<file path="config.mk">
export PLATFORM = sky130hd
export DESIGN_NAME = rv_muldiv_unit_flat
export DESIGN_NICKNAME = d
export VERILOG_FILES = /design/src/rtl/rv_pkg.sv /design/src/rtl/rv_muldiv_unit_if.sv /design/src/rtl/rv_muldiv_step.sv /design/src/rtl/rv_muldiv_unit.sv /design/src/flat_wrapper.sv
export SDC_FILE = /design/constraint.sdc
export NUM_CORES = 1
export LEC_CHECK = 0
export ABC_CLOCK_PERIOD_IN_PS = 11300
export CAP_MARGIN = 20
export CORE_UTILIZATION = 65
export CTS_CLUSTER_DIAMETER = 30
export DETAILED_ROUTE_END_ITERATION = 8
export HOLD_SLACK_MARGIN = 0.08
export PLACE_DENSITY = 0.87
export SYNTH_ARGS = -nofsm -noshare
export SYNTH_HDL_FRONTEND = slang
export SYNTH_SLANG_ARGS = --single-unit
export TNS_END_PERCENT = 10
</file>
<file path="constraint.sdc">
create_clock -name clk -period 11.3 [get_ports clk]
set_clock_uncertainty 0.15 [all_clocks]
set_input_delay 1.13 -clock clk [delete_from_list [all_inputs] [get_ports clk]]
set_output_delay 1.13 -clock clk [all_outputs]
set_load 0.03 [all_outputs]
</file>
<file path="src/rtl/rv_pkg.sv">
// Shared definitions for the RV32M iterative multiply/divide unit:
// operand width, funct3 encodings, FSM states and special-case results.
package rv_pkg;

    localparam int XLEN  = 32;
    localparam int CNT_W = $clog2(XLEN) + 1;

    localparam logic [2:0] MUL_OP    = 3'd0;
    localparam logic [2:0] MULH_OP   = 3'd1;
    localparam logic [2:0] MULHSU_OP = 3'd2;
    localparam logic [2:0] MULHU_OP  = 3'd3;
    localparam logic [2:0] DIV_OP    = 3'd4;
    localparam logic [2:0] DIVU_OP   = 3'd5;
    localparam logic [2:0] REM_OP    = 3'd6;
    localparam logic [2:0] REMU_OP   = 3'd7;

    typedef enum logic [1:0] {
        ST_IDLE = 2'd0,
        ST_CALC = 2'd1,
        ST_DONE = 2'd2
    } state_e;

    localparam logic [XLEN-1:0] DIV0_Q  = '1;
    localparam logic [XLEN-1:0] INT_MIN = {1'b1, {(XLEN-1){1'b0}}};

    function automatic logic op_is_div(input logic [2:0] op);
        return op[2];
    endfunction

    function automatic logic rs1_is_signed(input logic [2:0] op);
        return (op == MULH_OP) || (op == MULHSU_OP) || (op == DIV_OP) || (op == REM_OP);
    endfunction

    function automatic logic rs2_is_signed(input logic [2:0] op);
        return (op == MULH_OP) || (op == DIV_OP) || (op == REM_OP);
    endfunction

endpackage

</file>
<file path="src/rtl/rv_muldiv_unit_if.sv">
// Operand-in / write-back-out bundle between the core pipeline (master)
// and the multiply/divide unit (slave).
interface rv_muldiv_unit_if;

    logic                     start;
    logic [2:0]               op;
    logic [rv_pkg::XLEN-1:0]  rs1_data;
    logic [rv_pkg::XLEN-1:0]  rs2_data;
    logic [4:0]               rd_addr;
    logic                     kill;
    logic                     ready;
    logic                     busy;
    logic                     reg_enable_write;
    logic [4:0]               reg_addr_write;
    logic [rv_pkg::XLEN-1:0]  reg_data_write;

    modport master (
        output start, op, rs1_data, rs2_data, rd_addr, kill,
        input  ready, busy, reg_enable_write, reg_addr_write, reg_data_write
    );

    modport slave (
        input  start, op, rs1_data, rs2_data, rd_addr, kill,
        output ready, busy, reg_enable_write, reg_addr_write, reg_data_write
    );

endinterface

</file>
<file path="src/rtl/rv_muldiv_step.sv">
// One radix-2 iteration: shift-add multiply step or restoring-divide step
// on the {acc, lo} register pair.
module rv_muldiv_step
    import rv_pkg::*;
(
    input  logic            is_div_i,
    input  logic [XLEN:0]   acc_i,
    input  logic [XLEN-1:0] lo_i,
    input  logic [XLEN-1:0] b_i,
    output logic [XLEN:0]   acc_o,
    output logic [XLEN-1:0] lo_o
);

    logic [XLEN:0]   sum;
    logic [XLEN:0]   shifted;
    logic [XLEN+1:0] diff;
    logic            fits;

    // NOTE: every signal written here is assigned on every path through the
    // block, so no latch can be inferred.
    always_comb begin
        sum     = acc_i + {1'b0, b_i & {XLEN{lo_i[0]}}};
        shifted = {acc_i[XLEN-1:0], lo_i[XLEN-1]};
        diff    = {1'b0, shifted} - {2'b00, b_i};
        fits    = ~diff[XLEN+1];
        if (is_div_i) begin
            acc_o = fits ? diff[XLEN:0] : shifted;
            lo_o  = {lo_i[XLEN-2:0], fits};
        end else begin
            acc_o = {1'b0, sum[XLEN:1]};
            lo_o  = {sum[0], lo_i[XLEN-1:1]};
        end
    end

endmodule

</file>
<file path="src/rtl/rv_muldiv_unit.sv">
// RV32M iterative multiply/divide unit: IDLE/CALC/DONE control, operand
// sign handling, special division results and registered write-back.
module rv_muldiv_unit
    import rv_pkg::*;
(
    input  logic               clk,
    input  logic               rst,
    rv_muldiv_unit_if.slave    mdu
);

    state_e           st_q;
    logic [CNT_W-1:0] cnt_q;
    logic [2:0]       op_q;
    logic [4:0]       rd_q;
    logic             neg_q;
    logic [XLEN:0]    acc_q, acc_d;
    logic [XLEN-1:0]  lo_q, lo_d;
    logic [XLEN-1:0]  b_q;
    logic [XLEN-1:0]  result_q, result_d;
    logic             we_q;
    logic [4:0]       waddr_q;
    logic [XLEN-1:0]  wdata_q;

    logic             accept, sa, sb, div0, ovf, special;
    logic [XLEN-1:0]  mag_a, mag_b, special_res;
    logic [2*XLEN-1:0] prod;

    assign accept  = (st_q == ST_IDLE) && mdu.start && !mdu.kill;
    assign sa      = rs1_is_signed(mdu.op) && mdu.rs1_data[XLEN-1];
    assign sb      = rs2_is_signed(mdu.op) && mdu.rs2_data[XLEN-1];
    assign mag_a   = sa ? -mdu.rs1_data : mdu.rs1_data;
    assign mag_b   = sb ? -mdu.rs2_data : mdu.rs2_data;
    assign div0    = op_is_div(mdu.op) && (mdu.rs2_data == '0);
    assign ovf     = ((mdu.op == DIV_OP) || (mdu.op == REM_OP)) &&
                     (mdu.rs1_data == INT_MIN) && (mdu.rs2_data == '1);
    assign special = div0 || ovf;

    always_comb begin
        if (div0)
            special_res = ((mdu.op == DIV_OP) || (mdu.op == DIVU_OP)) ? DIV0_Q : mdu.rs1_data;
        else
            special_res = (mdu.op == DIV_OP) ? INT_MIN : '0;
    end

    rv_muldiv_step u_step (
        .is_div_i (op_is_div(op_q)),
        .acc_i    (acc_q),
        .lo_i     (lo_q),
        .b_i      (b_q),
        .acc_o    (acc_d),
        .lo_o     (lo_d)
    );

    // Sign fix-up on the final iteration's outputs, captured on entry to DONE.
    always_comb begin
        prod = {acc_d[XLEN-1:0], lo_d};
        if (neg_q)
            prod = -prod;
        case (op_q)
            MUL_OP:                       result_d = prod[XLEN-1:0];
            MULH_OP, MULHSU_OP, MULHU_OP: result_d = prod[2*XLEN-1:XLEN];
            DIV_OP, DIVU_OP:              result_d = neg_q ? -lo_d : lo_d;
            default:                      result_d = neg_q ? -acc_d[XLEN-1:0] : acc_d[XLEN-1:0];
        endcase
    end

    // NOTE: sequential state uses non-blocking assignments so every register
    // samples pre-edge values regardless of statement order.
    always_ff @(posedge clk or posedge rst) begin
        if (rst) begin
            st_q     <= ST_IDLE;
            cnt_q    <= '0;
            op_q     <= '0;
            rd_q     <= '0;
            neg_q    <= 1'b0;
            acc_q    <= '0;
            lo_q     <= '0;
            b_q      <= '0;
            result_q <= '0;
            we_q     <= 1'b0;
            waddr_q  <= '0;
            wdata_q  <= '0;
        end else begin
            we_q <= 1'b0;
            case (st_q)
                ST_IDLE: begin
                    if (accept) begin
                        op_q  <= mdu.op;
                        rd_q  <= mdu.rd_addr;
                        neg_q <= (mdu.op == REM_OP) ? sa : (sa ^ sb);
                        acc_q <= '0;
                        lo_q  <= mag_a;
                        b_q   <= mag_b;
                        cnt_q <= '0;
                        if (special) begin
                            result_q <= special_res;
                            st_q     <= ST_DONE;
                        end else begin
                            st_q     <= ST_CALC;
                        end
                    end
                end
                ST_CALC: begin
                    if (mdu.kill) begin
                        st_q <= ST_IDLE;
                    end else begin
                        acc_q <= acc_d;
                        lo_q  <= lo_d;
                        cnt_q <= cnt_q + CNT_W'(1);
                        if (cnt_q == CNT_W'(XLEN - 1)) begin
                            result_q <= result_d;
                            st_q     <= ST_DONE;
                        end
                    end
                end
                ST_DONE: begin
                    st_q <= ST_IDLE;
                    if (!mdu.kill) begin
                        we_q    <= (rd_q != 5'd0);
                        waddr_q <= rd_q;
                        wdata_q <= result_q;
                    end
                end
                default: st_q <= ST_IDLE;
            endcase
        end
    end

    assign mdu.ready            = (st_q == ST_IDLE);
    assign mdu.busy             = (st_q != ST_IDLE);
    assign mdu.reg_enable_write = we_q;
    assign mdu.reg_addr_write   = waddr_q;
    assign mdu.reg_data_write   = wdata_q;

endmodule

</file>
<file path="src/flat_wrapper.sv">
// flat-port wrapper written by rule: the top's interface ports become plain ports
module rv_muldiv_unit_flat import rv_pkg::*;
  (clk, rst, mdu_start, mdu_op, mdu_rs1_data, mdu_rs2_data, mdu_rd_addr, mdu_kill, mdu_ready, mdu_busy, mdu_reg_enable_write, mdu_reg_addr_write, mdu_reg_data_write);
  rv_muldiv_unit_if mdu_i ();
  input  logic clk;
  input  logic rst;
  input wire logic [$bits(mdu_i.start)-1:0] mdu_start;
  input wire logic [$bits(mdu_i.op)-1:0] mdu_op;
  input wire logic [$bits(mdu_i.rs1_data)-1:0] mdu_rs1_data;
  input wire logic [$bits(mdu_i.rs2_data)-1:0] mdu_rs2_data;
  input wire logic [$bits(mdu_i.rd_addr)-1:0] mdu_rd_addr;
  input wire logic [$bits(mdu_i.kill)-1:0] mdu_kill;
  output wire logic [$bits(mdu_i.ready)-1:0] mdu_ready;
  output wire logic [$bits(mdu_i.busy)-1:0] mdu_busy;
  output wire logic [$bits(mdu_i.reg_enable_write)-1:0] mdu_reg_enable_write;
  output wire logic [$bits(mdu_i.reg_addr_write)-1:0] mdu_reg_addr_write;
  output wire logic [$bits(mdu_i.reg_data_write)-1:0] mdu_reg_data_write;
  assign mdu_i.start = mdu_start;
  assign mdu_i.op = mdu_op;
  assign mdu_i.rs1_data = mdu_rs1_data;
  assign mdu_i.rs2_data = mdu_rs2_data;
  assign mdu_i.rd_addr = mdu_rd_addr;
  assign mdu_i.kill = mdu_kill;
  assign mdu_ready = mdu_i.ready;
  assign mdu_busy = mdu_i.busy;
  assign mdu_reg_enable_write = mdu_i.reg_enable_write;
  assign mdu_reg_addr_write = mdu_i.reg_addr_write;
  assign mdu_reg_data_write = mdu_i.reg_data_write;
  rv_muldiv_unit u_core (.clk(clk), .rst(rst), .mdu(mdu_i));
endmodule
</file>
==> out/qor.yml <==
antenna_found_initial: 2
final.setup.tns_ps: 0
ys_seq_elements: 184
synth_cell_types: 90
drive_gt1_frac: 0.07361
critPathArrivalTime_ps: 6770
drv_cap: 0
initial_core_util: 0.6590
antennaDiodeCount: 0
viasPerCell: 7.253
power_density_mw_per_mm2: 325.9
vias: 18780
path_class: "flop to flop"
required_ps: 11490
synth_ff_type: "dfrtp_1"
switchingPower_w: 0.003461
port_buffers: 115
clk_pin_slew_ps: 80
cts_tree: "yes"
numCtsBuffers: 17
yosys_warnings: 0
post-route-util: 0.7329
die_w_um: 164.3
synth-edff-count: 0
detail_route.wl_per_cell_um: 24.51
h-tree-depth: 4
min-delay-start: "u_core.result_q[4]"
swShare: 0.5576
cts_root_buffer: "clkbuf_16"
status: "finished clean"
multiInputGateArea_mm2: 0.01181
pin_count: 116
grt_util_met1: 0.6430
async_flop_share: 1.000
cp-end-kind: "flop"
grtUsageMet2: 0.6853
gr-total-overflow: 0
areaGrowthSynthToFinish_pct: 11.21
max_freq_ghz: 0.1518
coreArea_mm2: 0.02598
finalHoldViolCount: 0
slew_headroom: 0.2201
p_int_w: 0.002746
drt_iter0_drc: 2931
grt-busiest-layer: "met2"
cts_sinks: 184
grtUsageTotal: 0.4733
antenna_left: 0
combinationalPowerShare: 0.697
regArea_mm2: 0.004609
total_leakage_power_nw: 7.874
hold_path_class: "flop to flop"
power.share.sequential: 0.202
cts.path.max_buffers: 2
post_cts_buffers: 0
worst_setup_path_start_kind: "flop"
crit_path_start: "u_core.b_q[24]"
rr_startpoint: "u_core.b_q[24]"
first_pass_iters: 9
clk_latency_ps: 470
synth_nets: 2350
clock_power_share: 0.101
fin_crit_ps: 6586
rows: 59
hold_buffers: 0
drc: 0
wl_um: 63490
syn-cell-area_mm2: 0.01712
grt_start_max_net_pins: 112
fin_crit_sh: 0.5828
cts_resized: 0
nets: 2390
irDropWorstVdd_uv: 286.6
met3_usage: 0.1419
rsz0062_at_grt: "false"
gp_congestion: 1.014
setup_violations: 0
syn_avg_cell_area_um2: 7.777
holdWs_ps: 335.3
die_area_mm2: 0.02700
yosysSeqAreaShare: 0.2689
fill_cells: 1979
synthCells: 2202
grt_pass1_wl_um: 97570
report.final.slew_viol_count: 0
grt_pass1_vias: 17250
tightest_slew_ps: 1154
dp_hpwl_um: 46810
worstPathMaxFanout: 17
fp.dieH_um: 164.3
-- sequential cells by signal (all words and copies together), names as in the netlist --
register	count
u_core.b_q	32
u_core.result_q	32
u_core.mdu.reg_enable_write	1
u_core.rd_q	5
u_core.acc_q	33
u_core.cnt_q	6
u_core.lo_q	32
u_core.mdu.reg_data_write	32
u_core.st_q	2
u_core.neg_q	1
u_core.op_q	3
u_core.mdu.reg_addr_write	5
-- power groups by stage --
| stage | combinational, W | sequential, W | clock, W |
|---|---|---|---|
| floorplan | 0.00289 | 0.00120 | 0 |
| global placement | 0.00403 | 0.00121 | 0 |
| detailed placement | 0.00411 | 0.00124 | 0 |
| CTS | 0.00415 | 0.00123 | 0.000622 |
| global route | 0.00460 | 0.00128 | 0.000647 |
| finish | 0.00433 | 0.00125 | 0.000627 |
-- cell families (layout without fill, tap and decap cells) --
family,count (synthesis),count (layout),share of synthesized area
AOI/OAI and AO/OA,759,759,0.2799
xor gates and xnor gates,160,160,0.08184
adders and majority gates,72,72,0.05349
buffers and inverters,186,239,0.04333
DFF,184,184,0.2689
muxes,92,92,0.05780
and+or+nand+nor,749,749,0.2147
-- Yosys cell counts, drive strengths merged (6+ instances only) --
cell type	count	area, um2
a22o	17	148.9
a221o	6	60.06
o21a	16	120.1
or3	37	231.5
nand2b	19	118.9
or4	14	108.9
a31o	8	70.07
o211a	6	60.06
o21ai	232	1165
buf	33	167.7
o211ai	29	217.7
nand3	38	190.2
a21o	30	225.2
xnor2	81	709.4
xor2	79	691.9
o41ai	16	155.2
nor2	209	787.0
clkbuf	91	341.6
a211oi	21	162.6
mux2	55	619.3
ha	70	875.8
a21oi	205	1030
nor3b	15	117.6
and2	39	244.0
a311oi	7	61.31
o22ai	13	81.33
o221ai	8	70.07
nor2b	13	81.33
a221oi	15	131.4
dfrtp	184	4604
or2	12	75.07
nand2	208	783.3
o31ai	37	282.8
nand4	42	269.0
and3	12	75.07
nor4	22	158.9
nor3	51	260.3
mux2i	37	370.4
inv	61	229.0
o31a	7	61.31
a22oi	6	45.04
a31oi	28	175.2
-- through the flow --
step	area, um2	std cells	power, W	setup slack, ps
floorplan	17120	2202	0.004087	5020
global placement	18450	2557	0.005241	5216
detailed placement	18450	2557	0.005344	4957
CTS	19040	2589	0.005994	5039
global route	19040	2590	0.006522	4252
finish	19040	2590	0.006207	4714
-- layer usage --
layer	up-vias	routed length (um)
met5	-	28
met4	4	3282
met3	276	8747
met2	1478	26510
met1	8795	24920
li1	8231	-
-- cell usage in the layout, fill, tap and decap left out, drive strengths merged, types with 14 or more instances in the layout --
master         instances
o21ai                232
nor2                 209
nand2                208
a21oi                205
dfrtp                184
clkdlybuf4s50        115
xnor2                 81
xor2                  79
ha                    70
inv                   68
mux2                  55
nor3                  51
nand4                 42
and2                  39
nand3                 38
or3                   37
mux2i                 37
o31ai                 37
a21o                  30
o211ai                29
buf                   29
a31oi                 28
nor4                  22
a211oi                21
nand2b                19
clkbuf                19
a22o                  17
o21a                  16
o41ai                 16
a221oi                15
nor3b                 15
or4                   14
-- worst paths after layout --
check	slack [ps]	to	depth (start not counted)
min	340	u_core.result_q[4]	1
max in group asynchronous	8280	u_core.op_q[2]	3
min reg2reg	340	u_core.result_q[4]	1
max	4710	u_core.result_q[26]	19
max reg2reg	4710	u_core.result_q[26]	19
min in group asynchronous	1080	u_core.mdu.reg_data_write[16]	2
-- worst max-delay path, stage by stage, from the launching register on --
cell	delay (ps)
dfrtp_1	390
inv_1	50
ha_1	440
a21oi_1	250
o21ai_0	160
a211oi_1	410
o31a_1	190
buf_4	240
a21oi_1	250
a21oi_1	370
ha_1	300
o2111ai_1	210
nor4_1	640
nand3_1	300
o21ai_1	540
nand4_1	450
o41ai_1	540
xor2_1	130
a221oi_1	320
o21ai_1	120
-- layout make-up --
| cell class | count | area share |
|---|---|---|
| multi-input combinational | 1832 | 0.6204 |
| sequential | 184 | 0.2420 |
| timing repair buffer | 145 | 0.07214 |
| clock buffer | 18 | 0.02254 |
| tap | 335 | 0.02201 |
| inverter | 62 | 0.01261 |
| clock inverter | 14 | 0.008279 |
No activity file was read; power rests on OpenSTA's default activity.
